$ cat src/rtl/extend_scheduler_pkg.sv
// Shared encodings for the immediate-extension scheduler: operand modes,
// FSM states, requester ownership, and the 16->32 extension rule itself.
package extend_scheduler_pkg;

    localparam logic [1:0] MODE_ZERO  = 2'b00;
    localparam logic [1:0] MODE_SIGN  = 2'b01;
    localparam logic [1:0] MODE_UPPER = 2'b10;

    localparam logic [0:0] ST_IDLE    = 1'b0;
    localparam logic [0:0] ST_EXTEND  = 1'b1;

    localparam logic OWNER_A = 1'b0;
    localparam logic OWNER_B = 1'b1;

    // Reserved mode 2'b11 falls through to zero-extension.
    function automatic logic [31:0] extend16(input logic [15:0] imm, input logic [1:0] mode);
        logic [31:0] val;
        case (mode)
            MODE_SIGN:  val = {{16{imm[15]}}, imm};
            MODE_UPPER: val = {imm, 16'h0000};
            default:    val = {16'h0000, imm};
        endcase
        return val;
    endfunction

endpackage

$ cat src/rtl/extend_scheduler_ext_unit.sv
// Registered 16->32 immediate extender shared by both requesters.
// Latency: 1 enabled edge. Backpressure: none; output holds while enable=0.
// Output register clears on reset and is the scheduler's result directly.
module ext_unit
    import extend_scheduler_pkg::*;
(
    input  logic        clock,
    input  logic        reset,
    input  logic        enable,
    input  logic [15:0] imm,
    input  logic [1:0]  mode,
    output logic [31:0] extended
);

    always_ff @(posedge clock or negedge reset) begin
        if (!reset) begin
            extended <= 32'h0;
        end else if (enable) begin
            extended <= extend16(imm, mode);
        end
    end

endmodule

$ cat src/rtl/extend_scheduler.sv
// Arbitrates requesters A/B onto one registered immediate extender.
// Latency: gnt 1 edge after request, done/result 1 edge after gnt; 1 op per 2 cycles.
// Backpressure: requests hold until gnt; enable=0 freezes state, pulses still clear.
module extend_scheduler
    import extend_scheduler_pkg::*;
#(
    parameter int unsigned FIXED_PRIORITY = 0
) (
    input  logic        clock,
    input  logic        reset,
    input  logic        enable,
    input  logic        req_a,
    input  logic [15:0] imm_a,
    input  logic [1:0]  mode_a,
    input  logic        req_b,
    input  logic [15:0] imm_b,
    input  logic [1:0]  mode_b,
    output logic        gnt_a,
    output logic        gnt_b,
    output logic        done_a,
    output logic        done_b,
    output logic [31:0] result,
    output logic        busy
);

    logic [0:0]  state;
    logic [15:0] op_imm;
    logic [1:0]  op_mode;
    logic        owner;
    logic        last_owner;
    logic        win_owner;
    logic        ext_en;

    // On a tie, round-robin hands the grant to whoever did not win last time.
    always_comb begin
        win_owner = OWNER_A;
        if (req_a && req_b) begin
            if (FIXED_PRIORITY != 0) begin
                win_owner = OWNER_A;
            end else begin
                win_owner = (last_owner == OWNER_A) ? OWNER_B : OWNER_A;
            end
        end else if (req_b) begin
            win_owner = OWNER_B;
        end
    end

    always_ff @(posedge clock or negedge reset) begin
        if (!reset) begin
            state      <= ST_IDLE;
            op_imm     <= 16'h0;
            op_mode    <= MODE_ZERO;
            owner      <= OWNER_A;
            last_owner <= OWNER_B;
            gnt_a      <= 1'b0;
            gnt_b      <= 1'b0;
            done_a     <= 1'b0;
            done_b     <= 1'b0;
            busy       <= 1'b0;
        end else begin
            // Pulses drop on every edge so a frozen cycle never stretches them.
            gnt_a  <= 1'b0;
            gnt_b  <= 1'b0;
            done_a <= 1'b0;
            done_b <= 1'b0;
            if (enable) begin
                case (state)
                    ST_IDLE: begin
                        if (req_a || req_b) begin
                            op_imm     <= (win_owner == OWNER_A) ? imm_a : imm_b;
                            op_mode    <= (win_owner == OWNER_A) ? mode_a : mode_b;
                            owner      <= win_owner;
                            last_owner <= win_owner;
                            gnt_a      <= (win_owner == OWNER_A);
                            gnt_b      <= (win_owner == OWNER_B);
                            state      <= ST_EXTEND;
                            busy       <= 1'b1;
                        end
                    end
                    default: begin
                        done_a <= (owner == OWNER_A);
                        done_b <= (owner == OWNER_B);
                        state  <= ST_IDLE;
                        busy   <= 1'b0;
                    end
                endcase
            end
        end
    end

    assign ext_en = enable && (state == ST_EXTEND);

    ext_unit u_ext (
        .clock    (clock),
        .reset    (reset),
        .enable   (ext_en),
        .imm      (op_imm),
        .mode     (op_mode),
        .extended (result)
    );

endmodule
$ cat config.mk
export PLATFORM = sky130hd
export DESIGN_NAME = extend_scheduler
export DESIGN_NICKNAME = d
export VERILOG_FILES = /design/src/rtl/extend_scheduler_pkg.sv /design/src/rtl/extend_scheduler_ext_unit.sv /design/src/rtl/extend_scheduler.sv
export SDC_FILE = /design/constraint.sdc
export NUM_CORES = 1
export LEC_CHECK = 0
export ABC_AREA = 0
export ABC_CLOCK_PERIOD_IN_PS = 4000
export CORE_MARGIN = 4
export CORE_UTILIZATION = 49
export CTS_CLUSTER_SIZE = 25
export DETAILED_ROUTE_END_ITERATION = 12
export PLACE_DENSITY = 0.84
export SYNTH_ARGS = -nofsm -noshare
export SYNTH_HDL_FRONTEND = slang
export SYNTH_SLANG_ARGS = --single-unit
$ cat constraint.sdc
create_clock -name clock -period 4 [get_ports clock]
set_input_delay 1 -clock clock [delete_from_list [all_inputs] [get_ports clock]]
set_output_delay 1 -clock clock [all_outputs]
set_load 0.02 [all_outputs]
==> out/metrics.yaml <==
outcome:
  status: "finished, final reports clean"
logic_synthesis:
  synth_area_leader_cell: "dfrtp_1"
  netlist-cell-type-count: 27
  avgSynthCellArea_um2: 12.5
  ys_async_sr_fraction: 1.00
  ys_ff_latch: 58
  syn_area_um2: 2430
  ys_seq_area_frac: 0.598
  yosysTopAreaCellShare: 0.587
  synth.area.top_cells: "dfrtp_1 59%, mux2_2 6.5%, a22o_1 5.8%"
  syn_inst: 195
  post-synth-top-count-cell: "dfrtp_1"
  synth_enable_flop_cells: 0
  synth-main-ff-cell: "dfrtp_1"
  synth_warnings: 0
  yosys-top-cells-count: "57 x dfrtp_1, 19 x nand2_1, 18 x o21ai_0"
  syn_nets: 238
worst_setup_path:
  crit_type: "primary input to flip-flop"
  cp.arrival_ns: 2.79
  cp-start-kind: "primary input"
  ff2ff_setup_slack_ns: 2.31
  crit_required_ns: 4.21
  crit_fanout: 22
  end_kind: "flip-flop"
drt:
  post-route-drc-count: 0
  vias: 1862
  ant_nets: 0
  routed_via_density: 5.37
  routed_wl_um: 5770
  wire_per_inst_um: 16.6
  drt_iter0_drc: 115
  first_pass_iters: 4
sta:
  hold_violations: 0
  drv_slew: 0
  worst_pin_slew_ns: 1.09
  setup_viol: 0
  period_share: 0.645
  max-slew-margin-rel: 0.273
  period_needed_ns: 2.58
  finalSetupTns_ns: 0
  skew_ns: 0.0110
  rsz0062_at_grt: "no"
  max_freq_mhz: 388
floorplan:
  rows: 25
  ios: 78
  die_w_um: 78.4
  dieArea_um2: 6150
  coreArea_um2: 4750
  die_h_um: 78.4
  start_util: 0.511
final_layout:
  final_area_um2: 3410
  antenna_cells: 0
  area.sequential_um2: 1450
  multi_input_area_um2: 912
  drive_gt1_frac: 0.157
  fillers: 346
  area_growth_pct: 40.5
  nNetsFinal: 318
clock_tree:
  root_buffer: "clkbuf_8"
  postCtsResizedCells: 0
  htree_levels: 3
  worstSkewPairLatency_ns: 0.34
  cts_buffer_depth: 2
  post-cts-setup-buffer-count: 0
  cts-buffers-inserted: 9
  cts_sinks: 58
  cts_tree: "done"
  clkTransAtPathRegs_ns: 0.06
  postCtsHoldBufs: 0
placed_design:
  port-buffer-count: 77
  hpwlAfterDp_um: 3980
  placed_area_um2: 3250
  gp_congestion: 0.758
global_routing:
  grt_pass1_wl_um: 9410
  grt_antenna_before_repair: 0
  grt_max_degree: 44
  grt_usage: 0.201
  grt_overflow: 0
  grt_pass1_vias: 1941
pwr:
  p_per_area_nw_per_um2: 633
  power.leakage_nw: 1.53
  ir_worst_vdd_v: 0.000370
hold_path:
  hold_class: "flip-flop to flip-flop"
run:
  cap_violations: 0
-- layer usage --
| layer | share of wire | up-vias | global-route usage | wire length, um |
|---|---|---|---|---|
| li1 | - | 867 | - | - |
| met1 | 0.44 | 914 | 0.257 | 2550 |
| met2 | 0.49 | 70 | 0.319 | 2820 |
| met3 | 0.053 | 11 | 0.0516 | 305 |
| met4 | 0.017 | 0 | 0.0962 | 99 |
| met5 | 0 | - | 0 | 0 |
-- cells in the final DEF, fill, tap and decap left out, drive strengths merged --
cell,synthesis,final
a21bo,1,1
a21boi,1,1
a21o,2,2
a21oi,15,15
a221o,6,6
a22o,16,16
and2,1,1
and2b,1,1
and3,7,7
buf,4,4
clkbuf,7,13
clkdlybuf4s50,0,76
clkinv,0,3
dfrtp,57,57
dfstp,1,1
ha,2,2
inv,3,3
mux2,22,22
mux2i,2,2
nand2,19,19
nand2b,1,1
nor2,5,5
nor2b,1,1
nor3,1,1
o21ai,19,19
or2,1,1
-- worst max-delay path, cell delays in order --
cell and delay (ns):
clkdlybuf4s50_1 0.49, o21ai_2 0.87, mux2_2 0.43
-- power breakdown --
part | switching [mW] | leakage (nW) | internal [mW]
logic | 0.387 | 0.708 | 0.417
clock network | 0.218 | 0.0872 | 0.239
registers | 0.123 | 0.739 | 0.776
total | 0.727 | 1.53 | 1.43
-- state kept, by name, indices dropped and copies added (netlist names) --
name	flops
u_ext.extended	32
op_imm	16
op_mode	2
busy	1
done_a	1
done_b	1
gnt_a	1
gnt_b	1
last_owner	1
owner	1
state	1
-- worst paths after layout --
kind	from	end	depth (start not counted)
worst min-delay path	owner	done_a	1
worst max register to register	state	u_ext.extended[25]	3
worst max-delay path	req_a	op_imm[6]	3
min in group asynchronous	reset	u_ext.extended[7]	1
max in group asynchronous	reset	done_a	2
worst min register to register	owner	done_a	1
-- cell families (layout without fill, tap and decap cells) --
logic type               count (synthesis)  after routing  synth area share
AO/OA/AOI/OAI                           60             60             0.170
flip-flops                              58             58             0.598
AND/OR/NAND/NOR                         37             37            0.0727
multiplexers                            24             24             0.123
buffers and inverters                   14             99            0.0263
adder cells (fa/ha/maj)                  2              2            0.0103
-- final cells by class --
cell class	instances	area share
clock buffer	13	0.0436
clock inverter	3	0.00440
tap	67	0.0246
multi-input combinational	123	0.267
timing repair buffer	80	0.231
sequential	58	0.426
inverter	3	0.00330
-- metrics by stage --
step / total power [mW] / instances / util / setup WS (ns) / hold slack (ns)
finish: 2.16 / 347 / 0.718 / 1.42 / 0.457
global route: 2.27 / 347 / 0.718 / 1.34 / 0.473
CTS: 2.17 / 347 / 0.718 / 1.46 / 0.457
detailed placement: 1.71 / 331 / 0.683 / 1.10 / 0.449
global placement: 1.69 / 331 / 0.683 / 1.16 / 0.439
floorplan: 1.32 / 195 / - / 1.97 / 0.419
(Power assumes the default switching activity.)
==> RTL change 1 (same settings) <==
Change the parameter `FIXED_PRIORITY` from 0 to 1.
--- a/src/rtl/extend_scheduler.sv
+++ b/src/rtl/extend_scheduler.sv
@@ -5,5 +5,5 @@
     import extend_scheduler_pkg::*;
 #(
-    parameter int unsigned FIXED_PRIORITY = 0
+    parameter int unsigned FIXED_PRIORITY = 1
 ) (
     input  logic        clock,
Behaviour: not the same (Yosys sat finds a counterexample within 4 cycles, from zero or initial values and one cycle with reset low).
==> RTL change 1 against the unedited design <==
- clock power hardly changed
- sequential cell count down 1
- first-iteration DRC count shrank 25%
- critical path depth increased by 1
- synthesized area grew 1.4%
- clock skew shrank 0.0063 ns
- setup slack improved by 0.015 ns
- register-to-register slack got worse by 0.06 ns
- non-clock buffer count increased by 1
- die area rose by 1.3%
- total power fell by 1.3%
- wire length is 3.4% lower
- global-route usage fell by 0.93 points
- design area increased by 0.44%
- critical path type unchanged
- critical endpoint is now op_imm[0]
- highest routed layer unchanged
==> RTL change 1: results (changes against the unedited design) <==
[pwr]
p_per_area_nw_per_um2=622.1  ; -1.7%
ir_drop_mv=0.3448  ; -6.9%
p_leak_nw=1.503  ; -2.0%

[synth]
async_reset_ff_share_pct=100.0  ; unchanged
yosys_most_used_dff=dfrtp_1
synth_area_leaders=dfrtp_1, mux2_4, mux2_2, a22o_1, o21ai_0
synth_compound_area_share_pct=13.31  ; -3.7 points
synth-adder-area-share_pct=1.016  ; -0.015 points
ys_seq_area_share_pct=57.90  ; -1.9 points
yosys_warnings=0  ; unchanged
synth_cell_type_count=25  ; -7.4%
synthMuxAreaShare_pct=18.38  ; +6.1 points
post_synth_xor_area_fraction_pct=0  ; unchanged
syn_nets=234  ; -1.7%
yosys-top-cells-count=dfrtp_1, mux2_2, o21ai_0

[placed_design]
gp_congestion=0.7645  ; +0.91%
pre_cts_ws_ns=1.073  ; -0.02362 ns
dp_hpwl_um=3826  ; -3.8%
placed_cell_area_um2=3264  ; +0.50%

[cts]
cts_root_buf=clkbuf_8
post_cts_resized=0  ; unchanged
clockBufferDepth=2  ; unchanged
post_cts_buffers=0  ; unchanged
cts_buffers=9  ; unchanged

[setup_path]
slowest_stage=nor2b_4
arrival_ns=2.78  ; about the same
cpPeakStageDelay_ns=0.60  ; -0.27 ns
crit_fanout=19  ; -14%

[status]
status=complete, no violations

[drt]
drtIter0Drc=86  ; -25%
vias_per_cell=5.279  ; -1.6%
routed_wl_um=5576  ; -3.4%
drtPass1Iterations=5  ; +1

[global_routing]
grtUsageTotal_pct=19.16  ; -0.93 points
grt_antenna_before_repair=0  ; unchanged
grt_pass1_wl_um=9039  ; -4.0%
grt_pass1_vias=1878  ; -3.2%
grt_use_met1_pct=23.23  ; -2.5 points
gr-usage-met2_pct=31.58  ; -0.36 points
grt_max_degree=35  ; -20%
gr-usage-met3_pct=6.122  ; +0.96 points

[layout]
reg_top3=u_ext.extended (32), op_imm (16), op_mode (2)
fin_nets=314  ; -1.3%
post_route_cells_drive_above_1_share_pct=19.34  ; +3.6 points
nFillCells=348  ; +0.58%

[sta]
timing.slew.headroom_pct=52.43  ; +25 points
clock_skew_ns=0.004699  ; -0.006270 ns

RTL change 1: cell count changes after synthesis, sizes merged, moves of 2 or more:
cell and delta:
mux2 +10, a221o -6, and3 -6, and2 +2, buf +2, mux2i +2
nand2 -2, nor2b +2, o21ai -2
RTL change 1: worst max-delay path, delay by kind of cell:
| family | cells | cell delay (ns) |
|---|---|---|
| AND/OR/NAND/NOR | 1 | 0.60 |
| buffers and inverters | 1 | 0.51 |
| multiplexers | 2 | 0.67 |
RTL change 1: logic make-up (layout without fill, tap and decap cells):
kind of cell | count (synthesis) | after routing
AND/OR/NAND/NOR | 29 | 29
multiplexers | 36 | 36
buffers and inverters | 15 | 98
AO/OA/AOI/OAI | 52 | 52
flip-flops | 57 | 57
adder cells (fa/ha/maj) | 2 | 2
RTL change 1: final cells by class:
| type | count | area share [%] |
|---|---|---|
| sequential | 57 | 41.62 |
| multi-input combinational | 119 | 27.64 |
| timing repair buffer | 81 | 23.22 |
| clock buffer | 14 | 4.746 |
| tap | 67 | 2.446 |
| inverter | 3 | 0.3286 |
RTL change 1: worst paths after layout:
path                            depth (start not counted)           endpoint  slack, ns       start
worst max-delay path                                    4          op_imm[0]       1.43       req_b
worst min-delay path                                    1             done_a       0.46       owner
worst max register to register                          6  u_ext.extended[1]       2.25  op_mode[0]
worst min register to register                          1             done_a       0.46       owner
max in group asynchronous                               2  u_ext.extended[1]       2.49       reset
min in group asynchronous                               1         op_imm[15]       0.72       reset
RTL change 1: through the flow:
step	total power [W]	cells
2_1_floorplan	0.001297	191
3_3_place_gp	0.001668	327
3_5_place_dp	0.001692	327
4_1_cts	0.002152	341
5_1_grt	0.002250	341
6_report	0.002132	341
RTL change 1: per-layer routing:
metal / up-vias / wire (µm)
met1: 902 / 2265
met3: 10 / 314
met4: 0 / 115
li1: 831 / -
met2: 57 / 2881
met5: - / 0
RTL change 1: where the power goes:
part | leakage [nW] | internal [W] | total, W | switching [W]
registers | 0.724 | 0.000760 | 0.000877 | 0.000118
logic | 0.696 | 0.000421 | 0.000799 | 0.000378
clock network | 0.0826 | 0.000252 | 0.000456 | 0.000203
==> RTL change 2 (config.mk and constraints unchanged) <==
Without the edit above. Reset style: synchronous (`reset`), changed in 2 clocked blocks.
--- a/src/rtl/extend_scheduler_ext_unit.sv
+++ b/src/rtl/extend_scheduler_ext_unit.sv
@@ -13,5 +13,5 @@
 );
 
-    always_ff @(posedge clock or negedge reset) begin
+    always_ff @(posedge clock) begin
         if (!reset) begin
             extended <= 32'h0;
--- a/src/rtl/extend_scheduler.sv
+++ b/src/rtl/extend_scheduler.sv
@@ -46,5 +46,5 @@
     end
 
-    always_ff @(posedge clock or negedge reset) begin
+    always_ff @(posedge clock) begin
         if (!reset) begin
             state      <= ST_IDLE;
Function: differs if reset is asserted again (counterexample within 4 cycles, from zero or initial values and one cycle with reset low); with reset held inactive, the same outputs for 10 cycles.
==> RTL change 2 against the unedited design <==
- die area is 7.4% lower
- cell count is 6.6% higher
- worst hold slack got worse by 0.036 ns
- design area fell by 8.1%
- synthesized area decreased by 8.2%
- synthesized cell count rose by 26%
- non-clock buffer count shrank 1
- setup slack better by 0.092 ns
- sequential cell count did not move
- wire length fell by 1.8%
- register-to-register slack gained 0.02 ns
Power is not compared: it rests on default switching activity, and its combinational part moved more than twofold at a synthesized area within 25%.
==> RTL change 2: results (changes against the unedited design) <==
[cts]
clk_pin_slew_ns=0.06  ; about the same
post_cts_resized=0  ; unchanged
clockBufferDepth=2  ; unchanged
clk-insertion-delay-late_ns=0.34  ; about the same
cts_root_buf=clkbuf_8

[layout]
clk_share_pct=5.230  ; +0.43 points
utilization_pct=71.49  ; -0.27 points
reg_top3=u_ext.extended (32), op_imm (16), op_mode (2)
buf_share_pct=25.07  ; +2.0 points
multi_input_cells=160  ; +30%
insertedDiodeCount=0  ; unchanged
seq_share_pct=37.05  ; -5.5 points
n_all_buffers=79  ; -1.3%
post_route_cells_drive_above_1_share_pct=6.604  ; -9.1 points
multi_input_area_share_pct=29.98  ; +3.2 points
fin_nets=356  ; +12%
nFillCells=375  ; +8.4%
stdcell_count=370  ; +6.6%
num-nonclk-inverters=5  ; +2
seq_cell_count=58  ; unchanged
clock_buffers=13  ; unchanged

[setup_path]
crit_family=simple AND/OR/NAND/NOR gates
arrival_ns=2.75  ; -0.04 ns
slowest_stage=clkdlybuf4s50_1
crit_fanout=23  ; +4.5%
cpPeakStageDelay_ns=0.55  ; -0.32 ns

[synth]
synth_cell_type_count=30  ; +11%
syn-mean-instance-area_um2=9.101  ; -27%
async_reset_ff_share_pct=0  ; -100 points
syn_nets=288  ; +21%
yosys-top-cells-count=dfxtp_1, nand2_1, a21oi_1
ys_seq_area_share_pct=52.08  ; -7.7 points
synth_area_leaders=dfxtp_1, a21oi_1, a311oi_1, a22o_1, nand2_1

[placed_design]
pre_cts_ws_ns=1.190  ; +0.09322 ns
placed_cell_area_um2=2970  ; -8.6%
portBuffers=77  ; unchanged
gp_congestion=0.8647  ; +14%
dp_hpwl_um=4017  ; +1.0%
placed_cells=354  ; +6.9%

[status]
status=complete, no violations

[drt]
routed_wl_um=5669  ; -1.8%
drtIter0Drc=168  ; +46%
route.met3.wl_um=331  ; +8.5%
met1Wirelength_um=2514  ; -1.4%
top_layer_used=met4
met2_length_um=2652  ; -5.9%
dr_total_vias=2030  ; +9.0%

[hold_path]
hold_path_class=reg2reg

[global_routing]
grt_pass1_vias=1929  ; -0.62%
grtUsageTotal_pct=21.68  ; +1.6 points
grt_max_degree=34  ; -23%
grt_use_met1_pct=29.88  ; +4.2 points
gr-usage-met2_pct=31.16  ; -0.77 points
grt_pass1_wl_um=9232  ; -1.9%
gr-usage-met3_pct=5.013  ; -0.15 points

[pwr]
clk-power_w=0.000458

[sta]
tightest_slew_ns=0.6559  ; -0.4351 ns
report.final.slew_viol_count=0  ; unchanged
clock_skew_ns=0.004998  ; -0.005971 ns

[RTL change 2: cell types whose count changed after synthesis, sizes merged, moves of 18 or more]
cell	delta
dfxtp	+58
dfrtp	-57
mux2	-22
nand3	+20
a21oi	+19
a311oi	+18
[RTL change 2: cell families (layout without fill, tap and decap cells)]
kind of cell / count (synthesis) / in the layout / share of synthesized area, %
AOI/OAI and AO/OA: 91 / 91 / 27.16
DFF: 58 / 58 / 52.08
and+or+nand+nor: 67 / 67 / 13.86
adders and majority gates: 2 / 2 / 1.122
buffers and inverters: 27 / 100 / 5.780
[RTL change 2: path summary, 6_finish.rpt]
| kind | startpoint | to | slack [ns] | depth (start not counted) |
|---|---|---|---|---|
| worst min register to register | owner | done_a | 0.42 | 1 |
| worst max-delay path | enable | gnt_b | 1.51 | 4 |
| worst max register to register | state | gnt_b | 2.33 | 3 |
| worst min-delay path | owner | done_a | 0.42 | 1 |
